--- src/rtl/nic_host_ctrl.sv ---
// nic_host_ctrl: host-side sequencer for one ring NIC processor port.
//
// A local TX FIFO is drained into the NIC output buffer. Received flits are pulled from the
// NIC input buffer into a valid/ready holding register. TX and RX share the single NIC port
// with round-robin priority. Every data access is preceded by a status poll.
//
// Ports:
//   clk, reset            clock; synchronous active-high reset
//   tx_valid/ready/data   producer side, 64-bit flit in [0:63] order
//   rx_valid/ready/data   consumer side, holding register output
//   nic_addr              00 in-buf, 01 in-status, 10 out-buf, 11 out-status
//   nic_d_in/nic_d_out    NIC data (d_out is registered inside the NIC)
//   nic_en/nic_wr_en      NIC access strobes
//   tx_sent_cnt           flits written to the NIC (wraps)
//   rx_recv_cnt           flits read from the NIC (wraps)
//   busy                  sequencer not idle
module nic_host_ctrl #(
  parameter int unsigned TX_DEPTH = 4,
  parameter int unsigned CNT_W    = 16
) (
  input  logic             clk,
  input  logic             reset,
  input  logic             tx_valid,
  output logic             tx_ready,
  input  logic [0:63]      tx_data,
  output logic             rx_valid,
  input  logic             rx_ready,
  output logic [0:63]      rx_data,
  output logic [1:0]       nic_addr,
  output logic [0:63]      nic_d_in,
  input  logic [0:63]      nic_d_out,
  output logic             nic_en,
  output logic             nic_wr_en,
  output logic [CNT_W-1:0] tx_sent_cnt,
  output logic [CNT_W-1:0] rx_recv_cnt,
  output logic             busy
);

  localparam int unsigned PtrW     = $clog2(TX_DEPTH);
  localparam int unsigned FifoCntW = $clog2(TX_DEPTH + 1);

  typedef enum logic [2:0] {
    StIdle,
    StTxStatRd,
    StTxStatChk,
    StTxWr,
    StRxStatRd,
    StRxStatChk,
    StRxDataRd,
    StRxCap
  } state_e;

  state_e state_q, state_d;
  logic   prio_rx_q, prio_rx_d;  // 0: TX wins a tie, 1: RX wins a tie

  // ---------------------------------------------------------------------------------------
  // TX FIFO
  // ---------------------------------------------------------------------------------------
  logic [0:63]         fifo_mem [TX_DEPTH];
  logic [PtrW-1:0]     wr_ptr_q, rd_ptr_q;
  logic [FifoCntW-1:0] fifo_cnt_q;
  logic                push, pop, fifo_empty;

  assign tx_ready   = (fifo_cnt_q != FifoCntW'(TX_DEPTH));
  assign fifo_empty = (fifo_cnt_q == '0);
  assign push       = tx_valid && tx_ready;
  assign pop        = (state_q == StTxWr);

  always_ff @(posedge clk) begin
    if (reset) begin
      wr_ptr_q   <= '0;
      rd_ptr_q   <= '0;
      fifo_cnt_q <= '0;
    end else begin
      if (push) wr_ptr_q <= wr_ptr_q + PtrW'(1);
      if (pop)  rd_ptr_q <= rd_ptr_q + PtrW'(1);
      if (push && !pop) begin
        fifo_cnt_q <= fifo_cnt_q + FifoCntW'(1);
      end else if (pop && !push) begin
        fifo_cnt_q <= fifo_cnt_q - FifoCntW'(1);
      end
    end
  end

  always_ff @(posedge clk) begin
    if (push) fifo_mem[wr_ptr_q] <= tx_data;
  end

  // ---------------------------------------------------------------------------------------
  // Sequencer
  // ---------------------------------------------------------------------------------------
  logic status;
  logic tx_cand, rx_cand;
  logic rx_valid_q;

  // Status registers report their flag in the LSB of the [0:63] word.
  assign status  = nic_d_out[63];
  assign tx_cand = !fifo_empty;
  // A draining holding register is free by the time the capture lands.
  assign rx_cand = !rx_valid_q || rx_ready;

  logic             nic_en_q, nic_en_d;
  logic             nic_wr_en_q, nic_wr_en_d;
  logic [1:0]       nic_addr_q, nic_addr_d;
  logic [0:63]      nic_d_in_q, nic_d_in_d;

  // State and registered NIC bus outputs.
  always_ff @(posedge clk) begin
    if (reset) begin
      state_q     <= StIdle;
      prio_rx_q   <= 1'b0;
      nic_en_q    <= 1'b0;
      nic_wr_en_q <= 1'b0;
      nic_addr_q  <= 2'b00;
      nic_d_in_q  <= '0;
    end else begin
      state_q     <= state_d;
      prio_rx_q   <= prio_rx_d;
      nic_en_q    <= nic_en_d;
      nic_wr_en_q <= nic_wr_en_d;
      nic_addr_q  <= nic_addr_d;
      nic_d_in_q  <= nic_d_in_d;
    end
  end

  always_comb begin
    state_d   = state_q;
    prio_rx_d = prio_rx_q;
    unique case (state_q)
      StIdle: begin
        if (tx_cand && (!rx_cand || !prio_rx_q)) begin
          state_d = StTxStatRd;
        end else if (rx_cand) begin
          state_d = StRxStatRd;
        end
      end
      StTxStatRd: state_d = StTxStatChk;
      StTxStatChk: begin
        if (status) begin
          state_d   = StIdle;
          prio_rx_d = 1'b1;
        end else begin
          state_d = StTxWr;
        end
      end
      StTxWr: begin
        state_d   = StIdle;
        prio_rx_d = 1'b1;
      end
      StRxStatRd: state_d = StRxStatChk;
      StRxStatChk: begin
        if (status) begin
          state_d = StRxDataRd;
        end else begin
          state_d   = StIdle;
          prio_rx_d = 1'b0;
        end
      end
      StRxDataRd: state_d = StRxCap;
      StRxCap: begin
        state_d   = StIdle;
        prio_rx_d = 1'b0;
      end
      default: state_d = StIdle;
    endcase
  end

  // Decode from the next state so the registered strobes line up with the access state.
  always_comb begin
    nic_en_d    = 1'b0;
    nic_wr_en_d = 1'b0;
    nic_addr_d  = 2'b00;
    nic_d_in_d  = '0;
    unique case (state_d)
      StTxStatRd: begin
        nic_en_d   = 1'b1;
        nic_addr_d = 2'b11;
      end
      StTxWr: begin
        nic_en_d    = 1'b1;
        nic_wr_en_d = 1'b1;
        nic_addr_d  = 2'b10;
        nic_d_in_d  = fifo_mem[rd_ptr_q];
      end
      StRxStatRd: begin
        nic_en_d   = 1'b1;
        nic_addr_d = 2'b01;
      end
      StRxDataRd: begin
        nic_en_d   = 1'b1;
        nic_addr_d = 2'b00;
      end
      default: ;
    endcase
  end

  assign nic_en    = nic_en_q;
  assign nic_wr_en = nic_wr_en_q;
  assign nic_addr  = nic_addr_q;
  assign nic_d_in  = nic_d_in_q;
  assign busy      = (state_q != StIdle);

  // ---------------------------------------------------------------------------------------
  // RX holding register and counters
  // ---------------------------------------------------------------------------------------
  logic [0:63]      rx_data_q;
  logic [CNT_W-1:0] tx_cnt_q, rx_cnt_q;

  always_ff @(posedge clk) begin
    if (reset) begin
      rx_valid_q <= 1'b0;
      rx_data_q  <= '0;
      rx_cnt_q   <= '0;
    end else if (state_q == StRxCap) begin
      // A capture wins over a same-cycle drain.
      rx_data_q  <= nic_d_out;
      rx_valid_q <= 1'b1;
      rx_cnt_q   <= rx_cnt_q + CNT_W'(1);
    end else if (rx_valid_q && rx_ready) begin
      rx_valid_q <= 1'b0;
    end
  end

  always_ff @(posedge clk) begin
    if (reset) begin
      tx_cnt_q <= '0;
    end else if (pop) begin
      tx_cnt_q <= tx_cnt_q + CNT_W'(1);
    end
  end

  assign rx_valid    = rx_valid_q;
  assign rx_data     = rx_data_q;
  assign tx_sent_cnt = tx_cnt_q;
  assign rx_recv_cnt = rx_cnt_q;

endmodule

--- config.mk ---
export PLATFORM = sky130hd
export DESIGN_NAME = nic_host_ctrl
export DESIGN_NICKNAME = d
export VERILOG_FILES = /design/src/rtl/nic_host_ctrl.sv
export SDC_FILE = /design/constraint.sdc
export NUM_CORES = 1
export LEC_CHECK = 0
export CORE_MARGIN = 3
export CORE_UTILIZATION = 35
export DETAILED_ROUTE_END_ITERATION = 12
export GPL_ROUTABILITY_DRIVEN = 0
export HOLD_SLACK_MARGIN = 0.15
export PLACE_DENSITY = 0.6
export SKIP_CTS_REPAIR_TIMING = 1
export SKIP_LAST_GASP = 1
export SLEW_MARGIN = 0
export SYNTH_ARGS = -nofsm -noshare
export SYNTH_HDL_FRONTEND = slang
export SYNTH_SLANG_ARGS = --single-unit
--- constraint.sdc ---
create_clock -name clk -period 8.1 [get_ports clk]
set_input_delay 0.81 -clock clk [delete_from_list [all_inputs] [get_ports clk]]
set_output_delay 0.81 -clock clk [all_outputs]
set_load 0.05 [all_outputs]
==> impl_metrics.json, run 1 <==
{
  "status": "finished, final reports clean",
  "antenna_left": 0,
  "hold_depth": 2,
  "max_freq_ghz": 0.316,
  "yosys.area_share.simple": 0.0989,
  "grt_max_degree": 87,
  "synth_nets": 1148,
  "setup_viol": 0,
  "cts.htree.levels": 2,
  "cp-end-kind": "output port",
  "relSlewSlack": 0.291,
  "drive_above_1_share": 0.119,
  "cp.arrival_ns": 2.35,
  "synth_top_family_by_area": "simple AND/OR/NAND/NOR gates",
  "layout_commonest_cell": "clkdlybuf4s50_1",
  "routedWlPerCell_um": 18.6,
  "clkLatencyLatePin_ns": 0.57,
  "period_needed_ns": 3.16,
  "hold_path_end": "rx_data[50]$_SDFFE_PP0P_",
  "final-seq-area_um2": 11200,
  "power_leakage_nw": 6.89,
  "post-place-ws_ns": 4.81,
  "start_kind": "flop",
  "place_inst": 1835,
  "rr_startpoint": "state_q[2]$_SDFF_PP0_",
  "grt_pass1_vias": 9354,
  "worstPathMaxFanout": 13,
  "yosysUniqueCellTypes": 46,
  "drt-initial-drc-count": 563,
  "grt_pass1_wl_um": 54900,
  "start_util": 0.355,
  "final_cell_mix": "clkdlybuf4s50_1 (297), edfxtp_1 (256), dfxtp_1 (174), nand2_1 (148), a21oi_1 (79)",
  "synth_edf_count": 256,
  "io_buffers": 298,
  "power_frac_clock": 0.397,
  "post-route-drc-count": 0,
  "finalClockSkew_ns": 0.0146,
  "rsz0062_at_grt": "false",
  "tritoncts": "built",
  "avgSynthCellArea_um2": 15.2,
  "r2r_setup_slack_ns": 5.50,
  "holdCritStartpoint": "rx_data[50]$_SDFFE_PP0P_",
  "synth-xor-area-share": 0.0148,
  "ys.flop_type": "edfxtp_1",
  "firstDrtPassIters": 5,
  "core_um2": 43300,
  "grt_use_total": 0.152,
  "setup_ws_ns": 4.94,
  "die_w_um": 216,
  "seqPwrFrac": 0.480,
  "cts_root_buf": "clkbuf_16",
  "fp-row-count": 76,
  "hpwl_um": 21100,
  "final_hold_viol_count": 0,
  "synth-seq-cells": 432,
  "drv_slew": 0,
  "routed_wl_um": 35700,
  "ys_warn_count": 0,
  "swShare": 0.245,
  "rr_worst_depth": 4,
  "p_sw_mw": 1.34,
  "die_y_um": 216,
  "cts.sinks": 432,
  "layoutNonFillerInstCount": 1921,
  "fillCellCount": 3831,
  "synth.yosys.seq_area_share": 0.729,
  "power.total_mw": 5.45,
  "num_vias": 9205,
  "synth_compound_area_frac": 0.0335,
  "r2r_end": "rx_recv_cnt[15]$_SDFFE_PP0P_",
  "cap_violations": 0,
  "post-route-util": 0.473,
  "worst_pin_slew_ns": 1.06,
  "critPathKind": "flop to output port",
  "syn_area_um2": 15400,
  "async_flop_share": 0,
  "synth-adder-area-share": 0.00700,
  "post_drt_via_cell_ratio": 4.79,
  "synth_mux_area_frac": 0.0965,
  "worstPathRequired_ns": 7.29,
  "p_per_area_nw_per_um2": 266,
  "ir_drop_mv": 0.184,
  "clkTransAtPathRegs_ns": 0.06,
  "clock_path_buffers": 3,
  "syn_to_final_growth_pct": 33.1,
  "fin_tns_setup_ns": 0,
  "syn_inst": 1008,
  "cts_made_buffers": 46,
  "io_pins": 299,
  "final_nets": 1438,
  "antenna_found_initial": 2,
  "pwr-share-comb": 0.122,
  "gr-total-overflow": 0,
  "dieArea_um2": 46500,
  "min_path_type": "flop to flop",
  "p_int_mw": 4.11,
  "multi_input_area_um2": 3880,
  "finalCritPeriodShare": 0.391
}
## how the worst max path moves through the flow
stage | slack [ns] | to | cells past startpoint | start
2_1_floorplan | 4.91 | fifo_mem[0][0]$_DFFE_PP_ | 2 | tx_valid
3_3_place_gp | 4.89 | fifo_mem[1][27]$_DFFE_PP_ | 3 | tx_valid
3_5_place_dp | 4.81 | fifo_mem[2][54]$_DFFE_PP_ | 3 | tx_valid
4_1_cts | 4.88 | busy | 3 | state_q[2]$_SDFF_PP0_
5_1_grt | 4.83 | busy | 3 | state_q[2]$_SDFF_PP0_
6_report | 4.94 | busy | 3 | state_q[0]$_SDFF_PP0_
## sequential cells by signal, indices dropped and copies added (netlist names)
name,cells
wr_ptr_q,2
nic_en,1
rx_valid,1
nic_d_in,64
rx_data,64
fifo_cnt_q,3
rd_ptr_q,2
prio_rx_q,1
nic_addr,2
fifo_mem,256
tx_sent_cnt,16
rx_recv_cnt,16
nic_wr_en,1
state_q,3
## synthesized netlist by cell type, types with 6 or more instances
cell / instances / share of area
mux4_2: 64 / 0.094
a21oi_1: 79 / 0.026
buf_2: 14 / 0.0046
nor2_1: 32 / 0.0078
clkbuf_1: 37 / 0.0090
xor2_1: 14 / 0.0080
edfxtp_1: 256 / 0.50
nor3_1: 7 / 0.0023
o21ai_0: 8 / 0.0026
and2_1: 6 / 0.0024
dfxtp_1: 176 / 0.23
inv_1: 6 / 0.0015
and3_1: 69 / 0.028
nand2_1: 148 / 0.036
nand3_1: 10 / 0.0033
xnor2_1: 12 / 0.0068
nand4_1: 7 / 0.0028
ha_1: 7 / 0.0057
or3_1: 8 / 0.0033
## worst max-delay path, cell delays in order (launching register included)
cell and delay (ns):
dfxtp_1 0.62, nor2_1 0.14, nand2_1 0.17, clkdlybuf4s50_1 0.86
## layer usage
| metal | share of wire | routed length, µm | track usage |
|---|---|---|---|
| met5 | 0.00087 | 31 | 0 |
| met4 | 0.021 | 760 | 0.0485 |
| met3 | 0.071 | 2550 | 0.0391 |
| met2 | 0.48 | 17100 | 0.248 |
| met1 | 0.43 | 15300 | 0.199 |
## final cells by class
class,count,share of cell area
Inverter,7,0.00128
Sequential cell,432,0.549
Antenna cell,1,0.000122
Timing Repair Buffer,303,0.148
Multi-Input combinational cell,508,0.190
Clock inverter,25,0.0148
Clock buffer,60,0.0623
Tap cell,585,0.0358
## kinds of logic (layout without fill, tap and decap cells)
| group | Yosys count | after routing |
|---|---|---|
| xor gates and xnor gates | 26 | 26 |
| other | 0 | 1 |
| and+or+nand+nor | 309 | 309 |
| buffers and inverters | 68 | 395 |
| adders and majority gates | 8 | 8 |
| AOI/OAI and AO/OA | 97 | 97 |
| DFF | 432 | 432 |
| muxes | 68 | 68 |
## power groups by stage
stage                     Sequential, mW  Clock, mW  Combinational, mW
final                               2.62       2.16              0.665
after global routing                2.64       2.31              0.721
after global placement              2.66          0              0.676
after floorplan                     2.72          0              0.351
after detailed placement            2.67          0              0.680
after CTS                           2.62       2.23              0.682
## stage by stage
step,hold WS [ns],cell area (µm²)
2_1_floorplan,0.484,15400
3_3_place_gp,0.440,18900
3_5_place_dp,0.446,18900
4_1_cts,0.455,20400
5_1_grt,0.471,20400
6_report,0.452,20500
Note: power is estimated with default switching activity, not from simulation.
==> run 2: changes to the inputs <==
==> constraint.sdc (replaced) <==
create_clock -name clk -period 3.3 [get_ports clk]
set_input_delay 0.33 -clock clk [delete_from_list [all_inputs] [get_ports clk]]
set_output_delay 0.33 -clock clk [all_outputs]
set_load 0.05 [all_outputs]
==> run 2 against run 1 <==
Critical path depth is the same. Non-clock buffer count grew 12. Setup slack lost 4.3 ns. Design area grew 0.78%. Via count is essentially flat. Clock skew shrank 0.00093 ns.
==> impl_metrics.json, run 2 (same netlist as run 1, synthesis figures left out) <==
{
  "drive_above_1_share": 0.122,
  "swShare": 0.243,
  "gr-total-overflow": 0,
  "routedWlPerCell_um": 18.5,
  "start_util": 0.355,
  "io_buffers": 298,
  "num_vias": 9209,
  "power_leakage_nw": 6.96,
  "firstDrtPassIters": 5,
  "hold_depth": 3,
  "finalCritPeriodShare": 0.819,
  "cts_root_buf": "clkbuf_16",
  "p_sw_mw": 3.24,
  "cts.sinks": 432,
  "ir_drop_mv": 0.409,
  "drv_slew": 0,
  "pwr-share-comb": 0.131,
  "final_hold_viol_count": 0,
  "min_path_type": "input pin to flop",
  "worstPathMaxFanout": 13,
  "cp.buffers_inverters": 1,
  "status": "finished, final reports clean",
  "cts_made_buffers": 46,
  "cp-end-kind": "output port",
  "p_int_mw": 10.1,
  "cp_top_family": "buffers and inverters",
  "post-route-drc-count": 0,
  "period_needed_ns": 2.70,
  "crit_start": "state_q[2]$_SDFF_PP0_",
  "final_nets": 1450,
  "clock_path_buffers": 3,
  "final_cell_mix": "clkdlybuf4s50_1 (297), edfxtp_1 (256), dfxtp_1 (174), nand2_1 (148), a21oi_1 (79)",
  "relSlewSlack": 0.306,
  "routed_wl_um": 35800,
  "r2r_end": "fifo_cnt_q[2]$_SDFFE_PP0P_",
  "top_register": "fifo_mem",
  "grt_max_degree": 86,
  "drt-initial-drc-count": 507,
  "cp.arrival_ns": 2.37,
  "post_drt_via_cell_ratio": 4.76,
  "r2r_setup_slack_ns": 0.94,
  "worstPathRequired_ns": 2.97,
  "fin_tns_setup_ns": 0,
  "diodes": 0,
  "max_freq_ghz": 0.370,
  "largest_reg_flops": 256,
  "critPathKind": "flop to output port",
  "antenna_left": 0,
  "io_pins": 299,
  "cts.htree.levels": 2,
  "hpwl_um": 22400,
  "rr_worst_depth": 8,
  "rsz0062_at_grt": "false",
  "cp_slowest_cell": "clkdlybuf4s50_1",
  "seqPwrFrac": 0.480,
  "grt_pass1_wl_um": 55200,
  "hold_path_end": "rx_data[40]$_SDFFE_PP0P_",
  "setup_viol": 0,
  "clkTransAtPathRegs_ns": 0.06,
  "holdCritStartpoint": "nic_d_out[40]",
  "power_frac_clock": 0.390,
  "fp-row-count": 76,
  "p_per_area_nw_per_um2": 647,
  "clkLatencyLatePin_ns": 0.56,
  "rr_startpoint": "state_q[2]$_SDFF_PP0_",
  "finalClockSkew_ns": 0.0137,
  "cap_violations": 0,
  "crit_chain": "nor2_1 -> nand2_1 -> clkdlybuf4s50_1",
  "worst_pin_slew_ns": 1.04,
  "core_um2": 43300,
  "antenna_found_initial": 3,
  "layout_commonest_cell": "clkdlybuf4s50_1",
  "layoutNonFillerInstCount": 1933,
  "grt_pass1_vias": 9459,
  "syn_to_final_growth_pct": 34.1,
  "grt_use_total": 0.153,
  "max_stage_delay_ns": 0.86,
  "fillCellCount": 3751,
  "start_kind": "flop",
  "dieArea_um2": 46500,
  "tritoncts": "built",
  "place_inst": 1846,
  "die_w_um": 216,
  "die_y_um": 216
}
[run 2: routing by layer]
layer	global-route usage	up-vias	part of all wire
met5	0	-	0.0010
met4	0.0416	6	0.021
met3	0.0580	53	0.084
met2	0.245	300	0.46
met1	0.195	4510	0.43
li1	-	4340	-
[run 2: power by group through the flow]
stage	combinational (mW)	sequential, mW	clock [mW]
CTS	1.79	6.41	5.36
floorplan	0.862	6.68	0
detailed placement	1.78	6.52	0
global route	1.88	6.45	5.59
finish	1.74	6.40	5.20
global placement	1.77	6.50	0
[run 2: cell type report]
cell class | instances | area, µm² | area share
Clock buffer | 71 | 1410 | 0.0683
Clock inverter | 15 | 164 | 0.00795
Inverter | 7 | 26.3 | 0.00127
Multi-Input combinational cell | 508 | 3880 | 0.188
Sequential cell | 432 | 11200 | 0.544
Tap cell | 585 | 732 | 0.0355
Timing Repair Buffer | 315 | 3190 | 0.155
[run 2: stage by stage]
step	worst slack (ns)	util	hold slack [ns]	area [µm²]	total power, mW
6_report	0.597	0.476	0.314	20600	13.3
5_1_grt	0.490	0.476	0.292	20600	13.9
4_1_cts	0.538	0.476	0.0995	20600	13.5
3_5_place_dp	0.858	0.440	0.447	19000	8.30
3_3_place_gp	0.826	0.440	0.441	19000	8.27
2_1_floorplan	0.459	-	0.429	15400	7.54
[run 2: how the worst max path moves through the flow]
stage,to,cells past startpoint
CTS,busy,3
detailed placement,fifo_cnt_q[2]$_SDFFE_PP0P_,9
global placement,fifo_cnt_q[2]$_SDFFE_PP0P_,9
floorplan,fifo_mem[1][0]$_DFFE_PP_,3
finish,busy,3
global route,busy,3
[run 2: worst reg2reg max path: cells and delay by family (launching register included)]
family / cells / cell delay [ns]
flops: 1 / 0.59
fa+ha+maj: 2 / 0.54
compound gates: 1 / 0.14
buf+inv: 2 / 0.16
xor+xnor: 1 / 0.18
simple gates: 2 / 0.67
==> run 3: changes to the inputs <==
--- a/config.mk
+++ b/config.mk
@@ -10,7 +10,7 @@
 export DETAILED_ROUTE_END_ITERATION = 12
 export GPL_ROUTABILITY_DRIVEN = 0
 export HOLD_SLACK_MARGIN = 0.15
-export PLACE_DENSITY = 0.6
+export PLACE_DENSITY = 0.62
 export SKIP_CTS_REPAIR_TIMING = 1
 export SKIP_LAST_GASP = 1
 export SLEW_MARGIN = 0
==> constraint.sdc (replaced) <==
create_clock -name clk -period 2.2 [get_ports clk]
set_input_delay 0.22 -clock clk [delete_from_list [all_inputs] [get_ports clk]]
set_output_delay 0.22 -clock clk [all_outputs]
set_load 0.05 [all_outputs]
==> run 3 against run 2 <==
Total power is 47% higher. Non-clock buffer count up 15. Sequential share of layout area shrank 0.29 points.
==> impl_metrics.json, run 3 (same netlist as run 1, synthesis figures left out) <==
{
  "finalClockSkew_ns": 0.0157,
  "post-route-drc-count": 0,
  "grt_pass1_vias": 9607,
  "finalCritPeriodShare": 0.963,
  "cp.buffers_inverters": 1,
  "start_kind": "flop",
  "rsz0062_at_grt": "false",
  "start_util": 0.355,
  "worstPathMaxFanout": 6,
  "hpwl_um": 23400,
  "final_hold_viol_count": 0,
  "crit_chain": "clkdlybuf4s50_1",
  "io_buffers": 298,
  "clock_path_buffers": 3,
  "grt_pass1_wl_um": 57000,
  "io_pins": 299,
  "dieArea_um2": 46500,
  "power_leakage_nw": 7.08,
  "clkTransAtPathRegs_ns": 0.06,
  "min_path_type": "input pin to flop",
  "max_stage_delay_ns": 0.89,
  "final_nets": 1464,
  "diodes": 0,
  "grt_util_met3": 0.0510,
  "routed_wl_um": 36500,
  "cp_slowest_cell": "clkdlybuf4s50_1",
  "relSlewSlack": 0.598,
  "top_register": "fifo_mem",
  "grt.busiest_layer": "met2",
  "period_needed_ns": 2.12,
  "ir_drop_mv": 0.485,
  "drive_above_1_share": 0.137,
  "max_freq_ghz": 0.472,
  "layout_commonest_cell": "clkdlybuf4s50_1",
  "core_um2": 43300,
  "cap_violations": 0,
  "cp.arrival_ns": 1.90,
  "routedWlPerCell_um": 18.8,
  "post-place-ws_ns": -0.0602,
  "largest_reg_flops": 256,
  "fillCellCount": 3750,
  "drv_slew": 0,
  "clkLatencyLatePin_ns": 0.56,
  "status": "finished, final reports clean",
  "firstDrtPassIters": 4,
  "num_vias": 9369,
  "fp-row-count": 76,
  "post_drt_via_cell_ratio": 4.81,
  "worstPathRequired_ns": 1.98,
  "cp-end-kind": "output port",
  "antenna_left": 0,
  "final_cell_mix": "clkdlybuf4s50_1 (292), edfxtp_1 (256), dfxtp_1 (174), nand2_1 (148), a21oi_1 (79)",
  "drt-initial-drc-count": 675,
  "cp_top_family": "buffers and inverters",
  "grt_max_degree": 111,
  "power.total_mw": 19.6,
  "p_per_area_nw_per_um2": 947,
  "grtUsageMet1": 0.205,
  "r2r_setup_slack_ns": 0.19,
  "gr-total-overflow": 0,
  "whs_ns": 0.193,
  "grt_use_total": 0.157,
  "cts.sinks": 432,
  "die_w_um": 216,
  "cts_root_buf": "clkbuf_16",
  "syn_to_final_growth_pct": 34.8,
  "setup_ws_ns": 0.0814,
  "tritoncts": "built",
  "worst_pin_slew_ns": 0.587,
  "die_y_um": 216,
  "cts.htree.levels": 2,
  "critPathKind": "flop to output port",
  "antenna_found_initial": 5,
  "cts_made_buffers": 45,
  "fin_tns_setup_ns": 0,
  "setup_viol": 0,
  "grt_util_met2": 0.253
}
## run 3: cell types whose count changed in the layout (fill, tap and decap cells not counted), moves of 2 or more
cell             previous run  this run
clkbuf_16                  49        47
dlymetal6s2s_1              0         4
clkdlybuf4s50_1           297       292
clkinv_2                    3        11
buf_12                      6        15
bufinv_16                   3         1
clkbuf_8                   10         8
clkinv_8                    2         0
clkinv_1                    7         3
buf_4                      11        19
## run 3: layer usage
layer / share of wire / vias up
met4: 0.021 / 8
met5: 0.0012 / -
li1: - / 4358
met3: 0.079 / 55
met1: 0.43 / 4634
met2: 0.47 / 314
## run 3: area by class of cell
class                   instances  area [µm²]  share of cell area
clock buffers                  66        1330              0.0641
clock inverters                18         121             0.00586
inverters                       7        26.3             0.00127
multi-input cells             508        3880               0.187
flip-flops and latches        432       11200               0.541
well taps                     585         732              0.0353
repair buffers                330        3420               0.165
## run 3: final timing paths
check	from	end	depth (start not counted)
max	rx_recv_cnt[4]$_SDFFE_PP0P_	rx_recv_cnt[4]	1
min	reset	nic_wr_en$_SDFF_PP0_	5
max reg2reg	fifo_cnt_q[0]$_SDFFE_PP0P_	fifo_cnt_q[2]$_SDFFE_PP0P_	8
min reg2reg	rx_data[7]$_SDFFE_PP0P_	rx_data[7]$_SDFFE_PP0P_	2
## run 3: report_power, final
part           internal, mW  switching (mW)
Combinational          1.16            1.62
Clock                  4.30            3.03
Sequential             9.32           0.202
## run 3: metrics by stage
step | utilization | cells | cell area, µm²
detailed placement | 0.445 | 1862 | 19300
global placement | 0.445 | 1862 | 19300
finish | 0.479 | 1946 | 20700
CTS | 0.479 | 1946 | 20700
global route | 0.479 | 1946 | 20700
floorplan | - | 1008 | 15400
